### src/rtl/conv_row_read_ctrl.sv
// conv_row_read_ctrl
// Read scheduler between the PE output FIFO array and the row buffer of the
// last convolution stage. It reads the Wh FIFO rows one at a time and emits
// one Iw-element row vector per beat on a valid/ready stream. A 2-entry skid
// buffer absorbs the one-cycle FIFO read latency, and the controller counts
// lines so it can flag the final beat and pulse done at the end of the frame.
//
// Ports
//   clk, rst                 clock, synchronous active-high reset
//   start                    frame start pulse (ignored unless idle)
//   pe2row_fifo_array1_rden  one-hot FIFO row read enable (same-cycle issue)
//   pe2row_ready             high while the controller is in RUN
//   fifo_array1_dataout      FIFO array read data, valid one cycle after rden
//   pe2row_data_valid        every FIFO row holds at least one vector
//   out_data/out_row/out_last/out_valid/out_ready  row vector stream
//   busy                     controller not idle
//   done                     one-cycle pulse at frame end
module conv_row_read_ctrl #(
  parameter int unsigned DATA_WIDTH  = 8,
  parameter int unsigned Wh          = 2,
  parameter int unsigned Iw          = 7,
  parameter int unsigned FRAME_LINES = 23,
  localparam int unsigned ROW_W      = (Wh > 1) ? $clog2(Wh) : 1
) (
  input  logic                       clk,
  input  logic                       rst,
  input  logic                       start,
  output logic [Wh-1:0]              pe2row_fifo_array1_rden,
  output logic                       pe2row_ready,
  input  logic [Wh*Iw*DATA_WIDTH-1:0] fifo_array1_dataout,
  input  logic                       pe2row_data_valid,
  output logic [Iw*DATA_WIDTH-1:0]   out_data,
  output logic [ROW_W-1:0]           out_row,
  output logic                       out_last,
  output logic                       out_valid,
  input  logic                       out_ready,
  output logic                       busy,
  output logic                       done
);

  localparam int unsigned VEC_W  = Iw * DATA_WIDTH;
  localparam int unsigned LINE_W = (FRAME_LINES > 1) ? $clog2(FRAME_LINES) : 1;

  typedef enum logic [1:0] {IDLE, RUN, DRAIN, DONE} state_t;

  typedef struct packed {
    logic [VEC_W-1:0] data;
    logic [ROW_W-1:0] row;
    logic             last;
  } beat_t;

  state_t            state, state_nxt;
  logic [ROW_W-1:0]  row_idx;
  logic [LINE_W-1:0] line_cnt;
  logic [1:0]        occ;
  logic [1:0]        occ_nxt;
  logic              inflight;
  logic [ROW_W-1:0]  row_idx_d;
  logic              last_d;
  beat_t             head, tail;
  beat_t             cap;
  logic              pop;
  logic              issue;
  logic              final_rd;

  // Read issue, skid occupancy and next-state decode
  always_comb begin
    state_nxt = state;
    pop       = (occ != 2'd0) && out_ready;
    final_rd  = (row_idx == ROW_W'(Wh - 1)) && (line_cnt == LINE_W'(FRAME_LINES - 1));
    // A read may issue only if its data is guaranteed a skid slot next cycle
    issue     = !rst && (state == RUN) && pe2row_data_valid &&
                (({1'b0, occ} + {2'b0, inflight}) < (3'd2 + {2'b0, pop}));
    occ_nxt   = occ + 2'(inflight) - 2'(pop);
    pe2row_fifo_array1_rden = issue ? (Wh'(1) << row_idx) : '0;
    cap.data  = fifo_array1_dataout[row_idx_d * VEC_W +: VEC_W];
    cap.row   = row_idx_d;
    cap.last  = last_d;
    case (state)
      IDLE:    if (start) state_nxt = RUN;
      RUN:     if (issue && final_rd) state_nxt = DRAIN;
      // No reads issue in DRAIN, so empty-after-this-cycle means fully drained
      DRAIN:   if (occ_nxt == 2'd0) state_nxt = DONE;
      DONE:    state_nxt = IDLE;
      default: state_nxt = IDLE;
    endcase
  end

  // State register
  always_ff @(posedge clk) begin
    if (rst) state <= IDLE;
    else     state <= state_nxt;
  end

  // Counters, read tracking and skid buffer
  always_ff @(posedge clk) begin
    if (rst) begin
      row_idx   <= '0;
      line_cnt  <= '0;
      occ       <= '0;
      inflight  <= 1'b0;
      row_idx_d <= '0;
      last_d    <= 1'b0;
      head      <= '0;
      tail      <= '0;
    end else begin
      inflight <= issue;
      if (issue) begin
        row_idx_d <= row_idx;
        last_d    <= final_rd;
      end
      if ((state == IDLE) && start) begin
        row_idx  <= '0;
        line_cnt <= '0;
      end else if (issue) begin
        if (row_idx == ROW_W'(Wh - 1)) begin
          row_idx  <= '0;
          line_cnt <= final_rd ? '0 : line_cnt + LINE_W'(1);
        end else begin
          row_idx <= row_idx + ROW_W'(1);
        end
      end
      occ <= occ_nxt;
      // Capture goes to the head when the skid is empty or the head leaves now
      if (inflight) begin
        if (pop || (occ == 2'd0)) head <= cap;
        else                      tail <= cap;
      end else if (pop) begin
        head <= tail;
      end
    end
  end

  assign out_data     = head.data;
  assign out_row      = head.row;
  assign out_last     = head.last;
  assign out_valid    = (occ != 2'd0);
  assign pe2row_ready = (state == RUN);
  assign busy         = (state != IDLE);
  assign done         = (state == DONE);

endmodule

### config.mk
export PLATFORM = sky130hd
export DESIGN_NAME = conv_row_read_ctrl
export DESIGN_NICKNAME = d
export VERILOG_FILES = /design/src/rtl/conv_row_read_ctrl.sv
export SDC_FILE = /design/constraint.sdc
export NUM_CORES = 1
export LEC_CHECK = 0
export ABC_AREA = 1
export BUFFER_PORTS_ARGS = -buffer_cell sky130_fd_sc_hd__buf_4
export CAP_MARGIN = 25
export CORE_MARGIN = 3
export CORE_UTILIZATION = 48
export CTS_BUF_LIST = sky130_fd_sc_hd__clkbuf_8
export CTS_CLUSTER_DIAMETER = 80
export DETAILED_ROUTE_END_ITERATION = 7
export GPL_TIMING_DRIVEN = 0
export PLACE_DENSITY = 0.75
export SYNTH_ARGS = -nofsm -noshare
export SYNTH_HDL_FRONTEND = slang
export SYNTH_SLANG_ARGS = --single-unit
### constraint.sdc
create_clock -name clk -period 2.3 [get_ports clk]
set_clock_uncertainty 0.15 [all_clocks]
set_input_delay 0.46 -clock clk [delete_from_list [all_inputs] [get_ports clk]]
set_output_delay 0.46 -clock clk [all_outputs]
set_load 0.01 [all_outputs]
==> metrics <==
status=complete, no violations; clock slew seen by the registers of the worst setup and hold paths=0.07 ns; number of I/O pins=181; final max-slew violation count=0; total inserted antenna cells=0; average cell area after synthesis=8.508 um2; clock buffer count from CTS=17; starting utilization of the core area=50.38%; fraction of layout instances using a drive strength above 1=34.60%; fraction of registers with async set or reset after synthesis=0%; worst relative slew slack=48.65%; footprint of the flip-flops and latches=0.002587 mm2; P per Cell Area=929.4 mW/mm2; maximum buffer depth of the clock tree=2; Cell Rows=40; largest stage delay on the critical path=0.34 ns; die width=119.7 um; number of maximum-capacitance violations=0; Worst Hold Margin=0.1904 ns; post-synth cell types=30; Synth top cells by count=sky130_fd_sc_hd__dfxtp_1 (129), sky130_fd_sc_hd__nor2_1 (118), sky130_fd_sc_hd__o21ai_0 (118); area taken by multi-input logic gates=0.003186 mm2; drt first-iter violations=333; final core occ=67.11%; Worst path slowest cell=sky130_fd_sc_hd__dfxtp_2; # port buffers=179; Remaining DRCs=0; arrival time worst endpoint=1.67 ns; DIE HEIGHT=119.7 um; die footprint=0.01432 mm2; Post-CTS Hold Fix Bufs=0; Via density=5.201; post-layout min period=2.281 ns; start-to-end type of the worst setup path=flop to output pin; layout overhead on the synthesized area=33.23%; cell count after placement=1076; syn nets=857; leakage power=3.313 nW; cell seen most often among critical-path stages=sky130_fd_sc_hd__ha_4; core footprint=0.01231 mm2; antenna-violating nets left=0; largest fanout on the critical path=3; pin count of the biggest net entering global routing=20; Hold Crit Class=input port to flop; top cell type's share of synthesized area=41.64%; cell type with the highest aggregate area in the netlist=sky130_fd_sc_hd__dfxtp_1; synthesized flop and latch total=129; total grt overflow=0; worst-path cell chain=ha_4 > ha_4 > nor3_4 > nand2_2 > nor2_4 > buf_6; Netlist Area Pre-Place=0.006202 mm2; placed instance area=0.007756 mm2; total number of nets in the final design=1063; Post-synth top flop=sky130_fd_sc_hd__dfxtp_1; vias in the first global route=5535; most numerous cell in the Yosys netlist=sky130_fd_sc_hd__dfxtp_1; router iterations before antenna repair=5; number of antenna violations at the first check in global routing=0; upper clock frequency limit=438.4 MHz; vias after detailed routing=5804; Tightest Pin Transition=0.7703 ns; global-route usage over all layers=24.55%; # H-tree levels=4; number of sinks driven by the clock tree=129; number of filler instances in the final layout=1061; CP required=1.69 ns; placer congestion estimate=0.8367; Skew-Pair Late Insertion Delay=0.45 ns; final hold vios=0; number of flops mapped to enable cells by yosys=0; wire length of the first global-routing pass=28030 um; peak ir drop on the vdd network=519.2 uV; synthesis warning total=0; post-synthesis sequential area ratio=41.64%; HPWL after detailed placement=12940 um; Final Non-Filler Cells=1116; final design area excluding fillers=0.008263 mm2; clock root cell=sky130_fd_sc_hd__clkbuf_8; crit start category=flop; clock tree from TritonCTS=yes; total power of the final layout=7.680 mW; fraction of the cycle the final worst path needs=99.17%; cell count after synthesis=729; Routed wire per std cell=15.89 um; post-detailed-routing wire length=17740 um; largest cells by area after synthesis=sky130_fd_sc_hd__dfxtp_1 (42%), sky130_fd_sc_hd__a211oi_2 (11%), sky130_fd_sc_hd__o21ai_0 (9.5%); setup repair after global routing missed its margin=yes; final setup violation count=0; endpoint class of the critical path=output pin
layout by cell type, fill, tap and decap left out, types with 5 or more instances in the layout:
master                     netlist  routed
sky130_fd_sc_hd__a211oi_2       56      56
sky130_fd_sc_hd__a21oi_1        42      42
sky130_fd_sc_hd__buf_12          5       5
sky130_fd_sc_hd__buf_2          15      14
sky130_fd_sc_hd__buf_4           5     192
sky130_fd_sc_hd__buf_6           6       8
sky130_fd_sc_hd__clkbuf_1       20      20
sky130_fd_sc_hd__clkbuf_8        0      23
sky130_fd_sc_hd__clkinv_2        1       6
sky130_fd_sc_hd__dfxtp_1       129     125
sky130_fd_sc_hd__ha_1           11       8
sky130_fd_sc_hd__inv_1          27      30
sky130_fd_sc_hd__mux2i_1        51      51
sky130_fd_sc_hd__nand2_1        93      88
sky130_fd_sc_hd__nand2_2         1       6
sky130_fd_sc_hd__nand3_1         7       6
sky130_fd_sc_hd__nor2_1        118     116
sky130_fd_sc_hd__o21a_1          5       5
sky130_fd_sc_hd__o21ai_0       118     118
sequential cells by signal, indices dropped and copies added, names as in the netlist, 2 cells and up:
name,flops
line_cnt,5
tail,58
state,2
occ,2
out_data,56
final cells by class:
| class | instances | area share, % |
|---|---|---|
| multi-input cells | 513 | 38.55 |
| clock inverters | 9 | 0.4846 |
| well taps | 168 | 2.544 |
| repair buffers | 189 | 17.26 |
| flip-flops and latches | 129 | 31.31 |
| clock buffers | 23 | 3.831 |
| inverters | 30 | 1.408 |
| plain buffers | 55 | 4.603 |
final timing paths:
kind	start	to	slack (ns)	depth (start not counted)
worst max register to register	occ[0]	state[1]	0.14	15
worst min register to register	last_d	last_d	0.33	2
worst max-delay path	occ[0]	pe2row_fifo_array1_rden[0]	0.02	6
worst min-delay path	start	row_idx	0.19	4
kinds of logic (layout without fill, tap and decap cells):
logic type / Yosys count / after routing / synth area share (%)
AOI/OAI and AO/OA: 223 / 223 / 25.02
xor gates and xnor gates: 2 / 2 / 0.2825
adders and majority gates: 11 / 11 / 2.219
buffers and inverters: 87 / 306 / 8.150
DFF: 129 / 129 / 41.64
muxes: 51 / 51 / 8.231
and+or+nand+nor: 226 / 226 / 14.46
critical path: cells and delay by family (launching register included):
family                   cells  cell delay, ns
buffers and inverters        1            0.11
flip-flops                   1            0.34
adder cells (fa/ha/maj)      2            0.32
AND/OR/NAND/NOR              3            0.44
stage by stage:
stage	setup TNS [ns]	setup WS (ns)
6_report	0	0.01898
5_1_grt	-0.05453	-0.02929
4_1_cts	0	0.006883
3_5_place_dp	-0.4192	-0.2174
3_3_place_gp	-0.3582	-0.1964
2_1_floorplan	0	0.1371
routing by layer:
layer	vias to the layer above	share of wire, %	GRT usage [%]
met5	-	0	0
met4	0	1.9	8.232
met3	27	7.4	6.126
met2	194	46	39.87
met1	2681	45	31.98
li1	2902	-	-
timing repair:
| action | in CTS | in global routing |
|---|---|---|
| setup endpoints to repair | 4 | 4 |
| buffers inserted | 9 | 1 |
| gates resized for setup | 16 | 7 |
| pin swaps | 4 | 6 |
where the power goes:
| part | internal [mW] | switching (mW) | total, mW |
|---|---|---|---|
| registers | 2.72 | 0.275 | 3.00 |
| clock network | 0.892 | 0.851 | 1.74 |
| logic | 1.29 | 1.65 | 2.94 |
No activity file was read; power rests on OpenSTA's default activity.
